## src/rtl/pipeline_defs_pkg.sv

```systemverilog
// pipeline_defs: opcodes, functs, ALU encodings, extend modes and ex_ctrl bit positions shared by the ID stage
package pipeline_defs;
   localparam logic [5:0] OP_RTYPE = 6'h00, OP_J = 6'h02, OP_BEQ = 6'h04, OP_BNE = 6'h05;
   localparam logic [5:0] OP_ADDI = 6'h08, OP_SLTI = 6'h0A, OP_ANDI = 6'h0C, OP_ORI = 6'h0D;
   localparam logic [5:0] OP_LUI = 6'h0F, OP_LW = 6'h23, OP_SW = 6'h2B;
   localparam logic [5:0] FN_ADD = 6'h20, FN_SUB = 6'h22, FN_AND = 6'h24, FN_OR = 6'h25, FN_SLT = 6'h2A;
   typedef enum logic [2:0] {ALU_ADD, ALU_SUB, ALU_AND, ALU_OR, ALU_SLT, ALU_LUI} alu_op_e;
   typedef enum logic [1:0] {EXT_SIGN, EXT_ZERO, EXT_LUI, EXT_JUMP} ext_e;
   localparam int C_REG_WRITE = 9, C_MEM_READ = 8, C_MEM_WRITE = 7, C_ALU_SRC = 6;
   localparam int C_BRANCH = 5, C_BNE = 4, C_JUMP = 3;
endpackage

```

## src/rtl/control_decoder.sv

```systemverilog
// control_decoder: combinational opcode/funct to ex_ctrl, immediate extend mode and illegal flag
module control_decoder
   import pipeline_defs::*;
(
   input  logic [5:0] i_opcode,
   input  logic [5:0] i_funct,
   output logic [9:0] o_ctrl,
   output ext_e       o_ext,
   output logic       o_rtype,
   output logic       o_rt_read,
   output logic       o_illegal
);
   logic w_rw, w_mr, w_mw, w_src, w_br, w_bne, w_jmp;
   alu_op_e w_alu;
   always_comb begin
      w_rw = 1'b0;
      w_mr = 1'b0;
      w_mw = 1'b0;
      w_src = 1'b0;
      w_br = 1'b0;
      w_bne = 1'b0;
      w_jmp = 1'b0;
      w_alu = ALU_ADD;
      o_ext = EXT_SIGN;
      o_rtype = 1'b0;
      o_rt_read = 1'b0;
      o_illegal = 1'b0;
      case (i_opcode)
         OP_RTYPE: begin
            w_rw = 1'b1;
            o_rtype = 1'b1;
            o_rt_read = 1'b1;
            case (i_funct)
               FN_ADD:  w_alu = ALU_ADD;
               FN_SUB:  w_alu = ALU_SUB;
               FN_AND:  w_alu = ALU_AND;
               FN_OR:   w_alu = ALU_OR;
               FN_SLT:  w_alu = ALU_SLT;
               default: o_illegal = 1'b1;
            endcase
         end
         OP_ADDI: begin w_rw = 1'b1; w_src = 1'b1; end
         OP_SLTI: begin w_rw = 1'b1; w_src = 1'b1; w_alu = ALU_SLT; end
         OP_ANDI: begin w_rw = 1'b1; w_src = 1'b1; w_alu = ALU_AND; o_ext = EXT_ZERO; end
         OP_ORI:  begin w_rw = 1'b1; w_src = 1'b1; w_alu = ALU_OR; o_ext = EXT_ZERO; end
         OP_LUI:  begin w_rw = 1'b1; w_src = 1'b1; w_alu = ALU_LUI; o_ext = EXT_LUI; end
         OP_LW:   begin w_rw = 1'b1; w_mr = 1'b1; w_src = 1'b1; end
         OP_SW:   begin w_mw = 1'b1; w_src = 1'b1; o_rt_read = 1'b1; end
         OP_BEQ:  begin w_br = 1'b1; w_alu = ALU_SUB; o_rt_read = 1'b1; end
         OP_BNE:  begin w_br = 1'b1; w_bne = 1'b1; w_alu = ALU_SUB; o_rt_read = 1'b1; end
         OP_J:    begin w_jmp = 1'b1; o_ext = EXT_JUMP; end
         default: o_illegal = 1'b1;
      endcase
   end
   assign o_ctrl = {w_rw, w_mr, w_mw, w_src, w_br, w_bne, w_jmp, w_alu};
endmodule

```

## src/rtl/decode_stage.sv

```systemverilog
// decode_stage: MIPS ID stage with IF/ID register, write-back bypass, load-use stall and ID/EX register
module decode_stage
   import pipeline_defs::*;
#(
   parameter int DATA_W = 32,
   parameter int PC_W = 32
) (
   input  logic              clk,
   input  logic              rst,
   input  logic              if_valid,
   input  logic [31:0]       if_instr,
   input  logic [PC_W-1:0]   if_pc4,
   output logic              id_stall,
   input  logic              flush,
   output logic [4:0]        read_reg1,
   output logic [4:0]        read_reg2,
   input  logic [DATA_W-1:0] busA,
   input  logic [DATA_W-1:0] busB,
   input  logic              wb_we,
   input  logic [4:0]        wb_addr,
   input  logic [DATA_W-1:0] wb_data,
   output logic              ex_valid,
   output logic [PC_W-1:0]   ex_pc4,
   output logic [DATA_W-1:0] ex_opA,
   output logic [DATA_W-1:0] ex_opB,
   output logic [DATA_W-1:0] ex_imm,
   output logic [4:0]        ex_rs,
   output logic [4:0]        ex_rt,
   output logic [4:0]        ex_dst,
   output logic [9:0]        ex_ctrl,
   output logic              ex_illegal
);
   logic r_v, r_cwe;
   logic [31:0] r_instr;
   logic [PC_W-1:0] r_pc4;
   logic [4:0] r_caddr;
   logic [DATA_W-1:0] r_cdata;
   logic [4:0] w_rs, w_rt, w_rd, w_dst;
   logic [9:0] w_ctrl;
   ext_e w_ext;
   logic w_rtype, w_rt_read, w_illegal, w_kill;
   logic [DATA_W-1:0] w_opA, w_opB, w_imm;
   assign w_rs = r_instr[25:21];
   assign w_rt = r_instr[20:16];
   assign w_rd = r_instr[15:11];
   control_decoder u_dec (
      .i_opcode  (r_instr[31:26]),
      .i_funct   (r_instr[5:0]),
      .o_ctrl    (w_ctrl),
      .o_ext     (w_ext),
      .o_rtype   (w_rtype),
      .o_rt_read (w_rt_read),
      .o_illegal (w_illegal)
   );
   assign id_stall = r_v && ex_valid && ex_ctrl[C_MEM_READ] && ex_dst != 5'd0 &&
                     (ex_dst == w_rs || (w_rt_read && ex_dst == w_rt));
   assign read_reg1 = id_stall ? w_rs : if_instr[25:21];
   assign read_reg2 = id_stall ? w_rt : if_instr[20:16];
   // Capture catches a write on the bank read edge, which the registered bank read misses
   assign w_opA = (w_rs == 5'd0) ? '0 : (wb_we && wb_addr == w_rs) ? wb_data :
                  (r_cwe && r_caddr == w_rs) ? r_cdata : busA;
   assign w_opB = (w_rt == 5'd0) ? '0 : (wb_we && wb_addr == w_rt) ? wb_data :
                  (r_cwe && r_caddr == w_rt) ? r_cdata : busB;
   assign w_imm = (w_ext == EXT_ZERO) ? DATA_W'(r_instr[15:0]) :
                  (w_ext == EXT_LUI)  ? DATA_W'({r_instr[15:0], 16'h0000}) :
                  (w_ext == EXT_JUMP) ? DATA_W'(r_instr[25:0]) :
                  {{(DATA_W-16){r_instr[15]}}, r_instr[15:0]};
   assign w_dst = !w_ctrl[C_REG_WRITE] ? 5'd0 : w_rtype ? w_rd : w_rt;
   assign w_kill = flush || id_stall || !r_v;
   always_ff @(posedge clk) begin
      if (rst) begin
         r_v <= 1'b0;
         r_instr <= '0;
         r_pc4 <= '0;
         r_cwe <= 1'b0;
         r_caddr <= '0;
         r_cdata <= '0;
         ex_valid <= 1'b0;
         ex_illegal <= 1'b0;
         ex_pc4 <= '0;
         ex_opA <= '0;
         ex_opB <= '0;
         ex_imm <= '0;
         ex_rs <= '0;
         ex_rt <= '0;
         ex_dst <= '0;
         ex_ctrl <= '0;
      end else begin
         r_cwe <= wb_we;
         r_caddr <= wb_addr;
         r_cdata <= wb_data;
         if (flush) r_v <= 1'b0;
         else if (!id_stall) begin
            r_v <= if_valid;
            r_instr <= if_instr;
            r_pc4 <= if_pc4;
         end
         ex_valid <= !w_kill && !w_illegal;
         ex_illegal <= !w_kill && w_illegal;
         ex_pc4 <= (w_kill || w_illegal) ? '0 : r_pc4;
         ex_opA <= (w_kill || w_illegal) ? '0 : w_opA;
         ex_opB <= (w_kill || w_illegal) ? '0 : w_opB;
         ex_imm <= (w_kill || w_illegal) ? '0 : w_imm;
         ex_rs <= (w_kill || w_illegal) ? '0 : w_rs;
         ex_rt <= (w_kill || w_illegal) ? '0 : w_rt;
         ex_dst <= (w_kill || w_illegal) ? '0 : w_dst;
         ex_ctrl <= (w_kill || w_illegal) ? '0 : w_ctrl;
      end
   end
endmodule
```

## config.mk

```make
export PLATFORM = sky130hd
export DESIGN_NAME = decode_stage
export DESIGN_NICKNAME = d
export VERILOG_FILES = /design/src/rtl/pipeline_defs_pkg.sv /design/src/rtl/control_decoder.sv /design/src/rtl/decode_stage.sv
export SDC_FILE = /design/constraint.sdc
export NUM_CORES = 1
export LEC_CHECK = 0
export ABC_CLOCK_PERIOD_IN_PS = 4450
export BUFFER_PORTS_ARGS = -buffer_cell sky130_fd_sc_hd__buf_2
export CORE_UTILIZATION = 57
export CTS_BUF_LIST = sky130_fd_sc_hd__clkbuf_4
export DETAILED_ROUTE_END_ITERATION = 12
export PLACE_DENSITY_LB_ADDON = 0.12
export SYNTH_ARGS = -nofsm -noshare
export SYNTH_HDL_FRONTEND = slang
export SYNTH_SLANG_ARGS = --single-unit
```

## constraint.sdc

```tcl
create_clock -name clk -period 4.45 [get_ports clk]
set_input_delay 0.89 -clock clk [delete_from_list [all_inputs] [get_ports clk]]
set_output_delay 0.89 -clock clk [all_outputs]
set_load 0.02 [all_outputs]
```

# After elaboration in Yosys (flattened, before gate mapping)
# Cells that the tools add are included.
# W data, S select, Z words.
[word_totals] out_inout_bits=166 input_bits=170 reg_bits=258
[classes] reduce_logical=36 bitwise=3 n_mux=24 eq_ne=24
[ops] operator="$mux W32" n=6
[ops] operator="$eq A6 B6 Y1 const B" n=7
[ops] operator="$eq A5 B5 Y1" n=6
[ops] operator="$eq A6 B4 Y1 const B" n=5
[ops] operator="$pmux W3 S6" n=1
[ops] operator="$mux W16" n=1
[ops] operator="$mux W5" n=3
[ops] operator="$reduce_or A7 Y1" n=2
[ops] operator="$eq A6 B3 Y1 const B" n=2
[ops] operator="$pmux W3 S4" n=1
[ops] operator="$reduce_or A3 Y1" n=4
[ops] operator="$logic_and A1 B1 Y1" n=11
[ops] operator="$logic_not A5 Y1" n=2
[ops] operator="$mux W1" n=10
[ops] operator="$reduce_or A10 Y1" n=1
[ops] operator="$reduce_or A2 Y1" n=4
[ops] operator="$eq A6 B2 Y1 const B" n=1
[ops] operator="$logic_not A6 Y1" n=1
[ops] operator="$pmux W2 S3" n=1
[ops] operator="$reduce_bool A5 Y1" n=1
[ops] operator="$reduce_or A5 Y1" n=1
[ops] operator="$eq A2 B2 Y1 const B" n=2
[ops] operator="$logic_or A1 B1 Y1" n=4
[ops] operator="$reduce_or A4 Y1" n=1
[ops] operator="other kinds (5)" n=9

# Logic depth before layout (Yosys ltp)
# Gate-level depths: netlist of run 1.
[depth] ltp_word=10 ltp_mapped=9

# Modules after synthesis
# From an unflattened synthesis of run 1, not the netlist that was laid out.
[hier_totals] cells_unflattened=1263 hier_area_um2=11543.6
[modules_own_cells] module="decode_stage" area_each_um2=11145.7 cells_per_inst=1197 n_inst=1 seq_area_each_um2=5165.0
[modules_own_cells] module="control_decoder" area_each_um2=397.9 cells_per_inst=66 n_inst=1 seq_area_each_um2=0.0

# Worst setup path before layout of run 1
# OpenSTA, ideal clock, no wires.
[synth_timing] path_type="register to output" start="reg r_instr[28]" end="out read_reg1[0]" path_stages_with_launch=8 n_path_buf=2 arrival_ps=1728 path_slack_ps=1832 required_ps=3560 cell_sequence="dfxtp_1 > buf_2 > nand3b_1 > nor2_1 > o2111a_1 > nor2_1 > buf_2 > mux2_2"
[synth_between] elab_chain_len=7 elab_cells_between_ends=10
[synth_lines] element="from (decl)" line="decode_stage.sv:34" source="logic [31:0] r_instr;"
[synth_lines] element="from (signal assigned)" line="decode_stage.sv:95" source="r_instr <= if_instr;"
[synth_lines] element="$eq A6 B6 Y1 (tied with other cells)" line="control_decoder.sv:28" source="case (i_opcode)"
[synth_lines] element="$reduce_or A4 Y1 (no line) *"
[synth_lines] element="$mux W1 *" line="control_decoder.sv:28"
[synth_lines] element="$logic_and A1 B1 Y1 *" line="decode_stage.sv:56" source="(ex_dst == w_rs || (w_rt_read && ex_dst == w_rt));"
[synth_lines] element="$logic_or A1 B1 Y1 *" line="decode_stage.sv:56"
[synth_lines] element="$logic_and A1 B1 Y1 *" line="decode_stage.sv:55" source="assign id_stall = r_v && ex_valid && ex_ctrl[C_MEM_READ] && ex_dst != 5'd0 &&"
[synth_lines] element="$mux W5 *" line="decode_stage.sv:57" source="assign read_reg1 = id_stall ? w_rs : if_instr[25:21];"
[synth_lines] element="to (decl)" line="decode_stage.sv:15" source="output logic [4:0] read_reg1,"
# Every way passes the cells marked *; elsewhere a longest branch is shown, timed or not.

# Worst setup path in the final report of run 1
[layout_timing] start="reg r_instr[26]" end="out read_reg1[1]"
# The elaborated chain is that of the path after synthesis.

==> metrics, run 1 <==
status=complete, no violations; Tightest Pin Transition=1.01 ns; Final TNS setup=0 ns; Period minus WS final=between 3 and 4 ns; Post-Synthesis Cells=between 1000 and 1500; DIE WIDTH=between 100 and 150 um; switching power=around 1.3 mW; Synth Area per Inst=9.00 um2; Worst R2R End=ex_opA[2]; Die Area=~0.019 mm2; row count=49; synthesis-to-layout area growth=22.9%; clock power share=between 40% and 50%; fin util=a little under three quarters; start point of the critical path=r_instr[26]; Hold Crit Class=reg -> reg; deepest clock path buffer count=3; Inst Count DP=between 1500 and 2000; setup ws final=0.485 ns; CP Class=reg -> out; worst slack, placed=between 1 and 1.5 ns; sw frac=about a quarter; endpoints failing hold=0; worst hold margin=approximately 0.44 ns; HPWL Detailed=a little under 20000 um; Post-CTS Setup Inserts=0; Final Cell Area=roughly 0.013 mm2; Post-synth EDFFs=0; Gate power share=between 10% and 20%; Power Total=4.90 mW; Worst EP required=3.56 ns; post-route ant nets=0; grt ovf=0; Die H=about 140 um; Syn Std Cell Area=between 0.01 and 0.015 mm2; CP arrival=between 3 and 4 ns; share of layout cells above drive strength 1=approximately a third; number of synthesized register bits=258; pwr dens=approximately 380 mW/mm2; Synth Warn #=0; Internal=3.61 mW; Critical Path Source Type=flop; FFs w/ async S/R, synth=0%; wire per inst=17.0 um; TritonCTS Buffers=68; Slew HR=roughly 32%; unrepaired setup endpoints after global routing=false; PortBufs=around 340; Flop pwr share=about half; top_reg_cell synth=dfxtp_1; Fmax achieved=252 MHz; initial antenna violation count=3; Final period util=about nine tenths; fin. max-slew vios=0; core area=between 0.015 and 0.02 mm2; vias=a little under 10000; nets@finish=approximately 1600; Worst VDD drop=between 0.2 and 0.3 mV; IO Pins=336; Layout fillers=approximately 1400; H-tree levels=3; Setup crit end=read_reg1[1]; global-route wire length before repair=between 40000 and 50000 um; # setup viols final=0; Post-Route Skew=~0.034 ns; Worst R2R Start=r_instr[31]; Clk Latency, worst-skew pair=roughly 0.64 ns; RePlAce Congestion=0.870; DRC=0; All-Layer GR Usage=a little under a third; Initial DRC Count=652; Sink Count=roughly 260; crit-path max FO=12; post-synthesis cell type count=45; CTS tree=done; Seq/Total Area, Yosys=between 40% and 50%; fin cells=1748; clock slew at the register clock pins of the worst setup and hold paths=about 0.070 ns; post-cts gate resize count=0; CTS Hold Bufs=0; root buffer cell=clkbuf_4; Cell Area, Placed=~0.012 mm2; largest net degree at the start of global routing=slightly above 90; Pleak=6.03 nW; final wirelength=~30000 um; r2r worst-path depth=7; MaxCap Viol Count=0; vias per inst=roughly 5.6; CP Capture Type=output pin; R2R setup slack=between 1.5 and 2 ns; Post-Syn Nets=1332; Initial Util=58.2%; Pre-antenna DRT Iters=8; vias in the first global route=9134
[cell usage after synthesis (2+ instances only)]
library cell | n | share of area [%]
dfxtp_1 | 258 | 49
nand2_1 | 131 | 4.7
nor2_1 | 113 | 4.1
mux2i_1 | 73 | 7.0
nor4_1 | 73 | 4.4
clkbuf_1 | 68 | 2.4
nand3_1 | 64 | 3.1
and2_1 | 47 | 2.8
a21oi_1 | 43 | 2.1
nor2b_1 | 40 | 2.4
o22ai_1 | 33 | 2.0
a211oi_1 | 28 | 2.0
buf_2 | 24 | 1.1
nor3_1 | 24 | 1.1
and3_1 | 19 | 1.1
xnor2_1 | 17 | 1.4
buf_6 | 15 | 1.6
xor2_1 | 14 | 1.2
mux2_2 | 11 | 1.2
a311oi_1 | 10 | 0.84
nand2b_1 | 7 | 0.42
buf_4 | 5 | 0.36
or2_2 | 5 | 0.30
a2111oi_0 | 4 | 0.34
nand4_1 | 4 | 0.24
or4_1 | 4 | 0.29
inv_1 | 3 | 0.11
nand3b_1 | 3 | 0.22
dlygate4sd1_1 | 2 | 0.17
inv_2 | 2 | 0.072
nand4b_1 | 2 | 0.17
o2111a_1 | 2 | 0.22
o21ai_0 | 2 | 0.096
[critical path, cell delays in order (launching register included)]
cell and delay (ns):
dfxtp_1 0.55, nor2b_1 0.25, nor3_1 0.10, o2111a_1 0.30
nor2_1 0.67, mux2_2 0.42, buf_2 0.16
[logic make-up (layout without fill, tap and decap cells)]
family,count (synthesis),count (layout),synth area share [%]
DFF,258,258,49.4
xor gates and xnor gates,31,31,2.60
muxes,84,84,8.18
other,0,3,0
AOI/OAI and AO/OA,126,126,7.94
adders and majority gates,1,1,0.0958
buffers and inverters,120,474,5.95
and+or+nand+nor,542,542,25.8
[routing by layer]
metal	routed length, um	vias up	global-route usage [%]
li1	-	4690	-
met1	11600	4523	35.6
met2	14000	521	50.7
met3	2920	82	9.49
met4	1120	0	16.1
met5	0	-	0
[state kept, by name (all words and copies together) (netlist names), 10 cells and up]
name and flops:
ex_ctrl 10, ex_imm 32, ex_opA 32, ex_opB 32, ex_pc4 32, r_cdata 32
r_instr 32, r_pc4 32
[placed cells by master, fill, tap and decap left out, types with 33 or more instances in the layout]
cell | Yosys | layout
clkbuf_4 | 0 | 95
nor4_1 | 73 | 73
dfxtp_1 | 258 | 257
nor2b_1 | 40 | 40
mux2i_1 | 73 | 73
and2_1 | 47 | 47
nor2_1 | 113 | 111
buf_2 | 24 | 335
o22ai_1 | 33 | 33
a21oi_1 | 43 | 43
nand2_1 | 131 | 131
nand3_1 | 64 | 64
[area by class of cell]
class,instances,area [um2],area share [%]
Multi-Input combinational cell,784,4700,36.6
Clock buffer,95,713,5.55
Antenna cell,3,7.51,0.0585
Timing Repair Buffer,359,1860,14.5
Inverter,5,20.0,0.156
Sequential cell,258,5170,40.2
Clock inverter,15,95.1,0.740
Tap cell,229,287,2.23
[how the worst min path moves through the flow]
stage	start	to	slack, ns	cells after the start
after global placement	r_pc4[16]	ex_pc4[16]	0.43	1
after global routing	if_pc4[2]	r_pc4[2]	0.46	3
final	r_pc4[4]	ex_pc4[4]	0.44	1
after detailed placement	r_pc4[16]	ex_pc4[16]	0.44	1
after floorplan	r_pc4[0]	ex_pc4[0]	0.43	1
after CTS	flush	r_v	0.45	2
[power groups by stage]
stage,clock [mW],combinational (mW),sequential [mW]
6_report,1.97,0.510,2.42
2_1_floorplan,0,0.338,2.45
4_1_cts,2.01,0.507,2.42
3_3_place_gp,0,0.498,2.47
3_5_place_dp,0,0.504,2.47
5_1_grt,2.14,0.553,2.43
No activity file was read; power rests on OpenSTA's default activity.
==> run 2: changes to the inputs <==
--- a/config.mk
+++ b/config.mk
@@ -5,9 +5,9 @@
 export SDC_FILE = /design/constraint.sdc
 export NUM_CORES = 1
 export LEC_CHECK = 0
-export ABC_CLOCK_PERIOD_IN_PS = 4450
+export ABC_CLOCK_PERIOD_IN_PS = 3500
 export BUFFER_PORTS_ARGS = -buffer_cell sky130_fd_sc_hd__buf_2
-export CORE_UTILIZATION = 57
+export CORE_UTILIZATION = 48
 export CTS_BUF_LIST = sky130_fd_sc_hd__clkbuf_4
 export DETAILED_ROUTE_END_ITERATION = 12
 export PLACE_DENSITY_LB_ADDON = 0.12
==> constraint.sdc (replaced) <==
create_clock -name clk -period 3.5 [get_ports clk]
set_input_delay 0.175 -clock clk [delete_from_list [all_inputs] [get_ports clk]]
set_output_delay 0.175 -clock clk [all_outputs]
set_load 0.02 [all_outputs]
==> run 2 against run 1 <==
  * Total power up 32%
  * Wire length up 13%
  * Worst setup slack worse by 0.10 ns
  * First-iteration DRC count up 1.5%
  * Hold slack worse by 0.14 ns
  * Clock-buffer cell count up 6
  * Non-clock buffer count up 177
  * Register-to-register slack worse by 0.86 ns
  * Clock skew up 0.024 ns
  * Via count up 6.5%
  * Sequential power up 28%
==> metrics, run 2 (same netlist as run 1, synthesis figures left out) <==
IO Pins=336; Worst R2R Start=r_instr[26]; Worst VDD drop=0.274 mV; Inst Count DP=between 1500 and 2000; Slew HR=a little over 40%; hold_sp=if_instr[8]; most frequent cells in the layout=buf_2 (335), dfxtp_1 (257), dlygate4sd3_1 (176), nand2_1 (131), nor2_1 (110); worst slack, placed=roughly 0.35 ns; GR met3 Demand/Resource=about 8.3%; Cell Area, Placed=between 0.01 and 0.015 mm2; MaxCap Viol Count=0; Clk Latency, worst-skew pair=between 0.6 and 0.7 ns; commonest non-fill, non-tap cell in the layout=buf_2; root buffer cell=clkbuf_4; wire per inst=roughly 17 um; Fmax achieved=between 300 and 400 MHz; CTS tree=done; # setup viols final=0; RePlAce Congestion=0.827; Initial DRC Count=around 660; post-route ant nets=0; Worst R2R End=ex_opA[5]; PortBufs=approximately 340; Critical Path Source Type=flop; grt ovf=0; CP Capture Type=output pin; vias=approximately 10000; TritonCTS Buffers=70; initial antenna violation count=1; unrepaired setup endpoints after global routing=false; All-Layer GR Usage=28.8%; global-route wire length before repair=just over 50000 um; Die Area=roughly 0.022 mm2; CP arrival=between 2 and 3 ns; H-tree levels=3; vias per inst=5.29; crit-path max FO=12; Pleak=just under 7 nW; R2R setup slack=0.68 ns; WHS Path Cells=4; Tightest Pin Transition=around 0.9 ns; Worst Hold Path EP=r_instr[8]; synthesis-to-layout area growth=40.8%; GRT Max-Usage Layer=met2; Post-Route Skew=~0.059 ns; setup ws final=around 0.38 ns; endpoints failing hold=0; fin. max-slew vios=0; register area=~0.0052 mm2; fin cells=1976; Final period util=around nine tenths; HPWL Detailed=between 20000 and 25000 um; nets@finish=1825; Hold Crit Class=in -> reg; Layout fillers=1675; Period minus WS final=roughly 3.1 ns; largest net degree at the start of global routing=66; share of layout cells above drive strength 1=between 20 and 30%; Final Cell Area=0.0147 mm2; area of the multi-input gates=0.00471 mm2; DRC=0; final wirelength=between 30000 and 40000 um; r2r worst-path depth=6; status=complete, no violations; pwr dens=438 mW/mm2; Pre-antenna DRT Iters=5; row count=53; vias in the first global route=between 10000 and 15000; fin util=about 70%; core area=approximately 0.021 mm2; clock slew at the register clock pins of the worst setup and hold paths=about 0.060 ns; GRT met2 Usage=between 40% and 50%; Die H=around 150 um; CP Class=reg -> out; Sink Count=about 260; Worst EP required=roughly 3.3 ns; DIE WIDTH=between 100 and 150 um; Initial Util=49.4%; Final TNS setup=0 ns; M1 GR Usage=between 30% and 40%; deepest clock path buffer count=3
[run 2: critical path, cell delays in order (launching register included)]
cell and delay (ns):
dfxtp_1 0.57, nor2b_1 0.26, nor3_1 0.11, o2111a_1 0.30, nor2_2 0.48, mux2_2 0.42
buf_2 0.17
[run 2: timing repair]
action	4_1_cts	5_1_grt
hold buffers	176	0
endpoints found under the hold margin	167	0
resized for setup	0	2
setup buffers	0	0
endpoints found under the setup margin	0	13
[run 2: worst max-delay path by stage]
stage / startpoint / endpoint / slack [ns] / depth (start not counted)
after floorplan: r_instr[28] / read_reg1[0] / 1.60 / 7
after global placement: r_instr[26] / ex_opA[17] / 0.42 / 6
after detailed placement: r_instr[26] / ex_opA[5] / 0.35 / 6
after CTS: r_instr[26] / read_reg2[0] / 0.13 / 6
after global routing: r_instr[26] / read_reg1[0] / 0.20 / 6
final: r_instr[26] / read_reg1[0] / 0.38 / 6
[run 2: power breakdown]
part / total [mW] / internal, mW / leakage (nW) / switching, mW
Sequential: 3.09 / 3.01 / 2.10 / 0.0755
Combinational: 0.813 / 0.384 / 4.20 / 0.429
Clock: 2.55 / 1.32 / 0.498 / 1.23
Total: 6.45 / 4.72 / 6.80 / 1.73
[run 2: area by class of cell]
type / count / area share, %
flip-flops and latches: 258 / 35.1
multi-input cells: 784 / 32.0
repair buffers: 536 / 24.7
clock buffers: 101 / 5.15
well taps: 275 / 2.34
clock inverters: 15 / 0.536
inverters: 5 / 0.136
diodes: 2 / 0.0340
[run 2: per-layer routing]
layer / vias to the layer above / wire length, um
met1: 4820 / 13000
li1: 5036 / -
met4: 0 / 1050
met3: 95 / 2910
met2: 499 / 16400
met5: - / 0
[run 2: per-stage QoR]
stage          total power [mW]  hold WS, ns
3_3_place_gp               3.79        0.395
3_5_place_dp               3.80        0.397
4_1_cts                    6.50        0.246
2_1_floorplan              3.55        0.254
5_1_grt                    6.74        0.241
6_report                   6.45        0.301
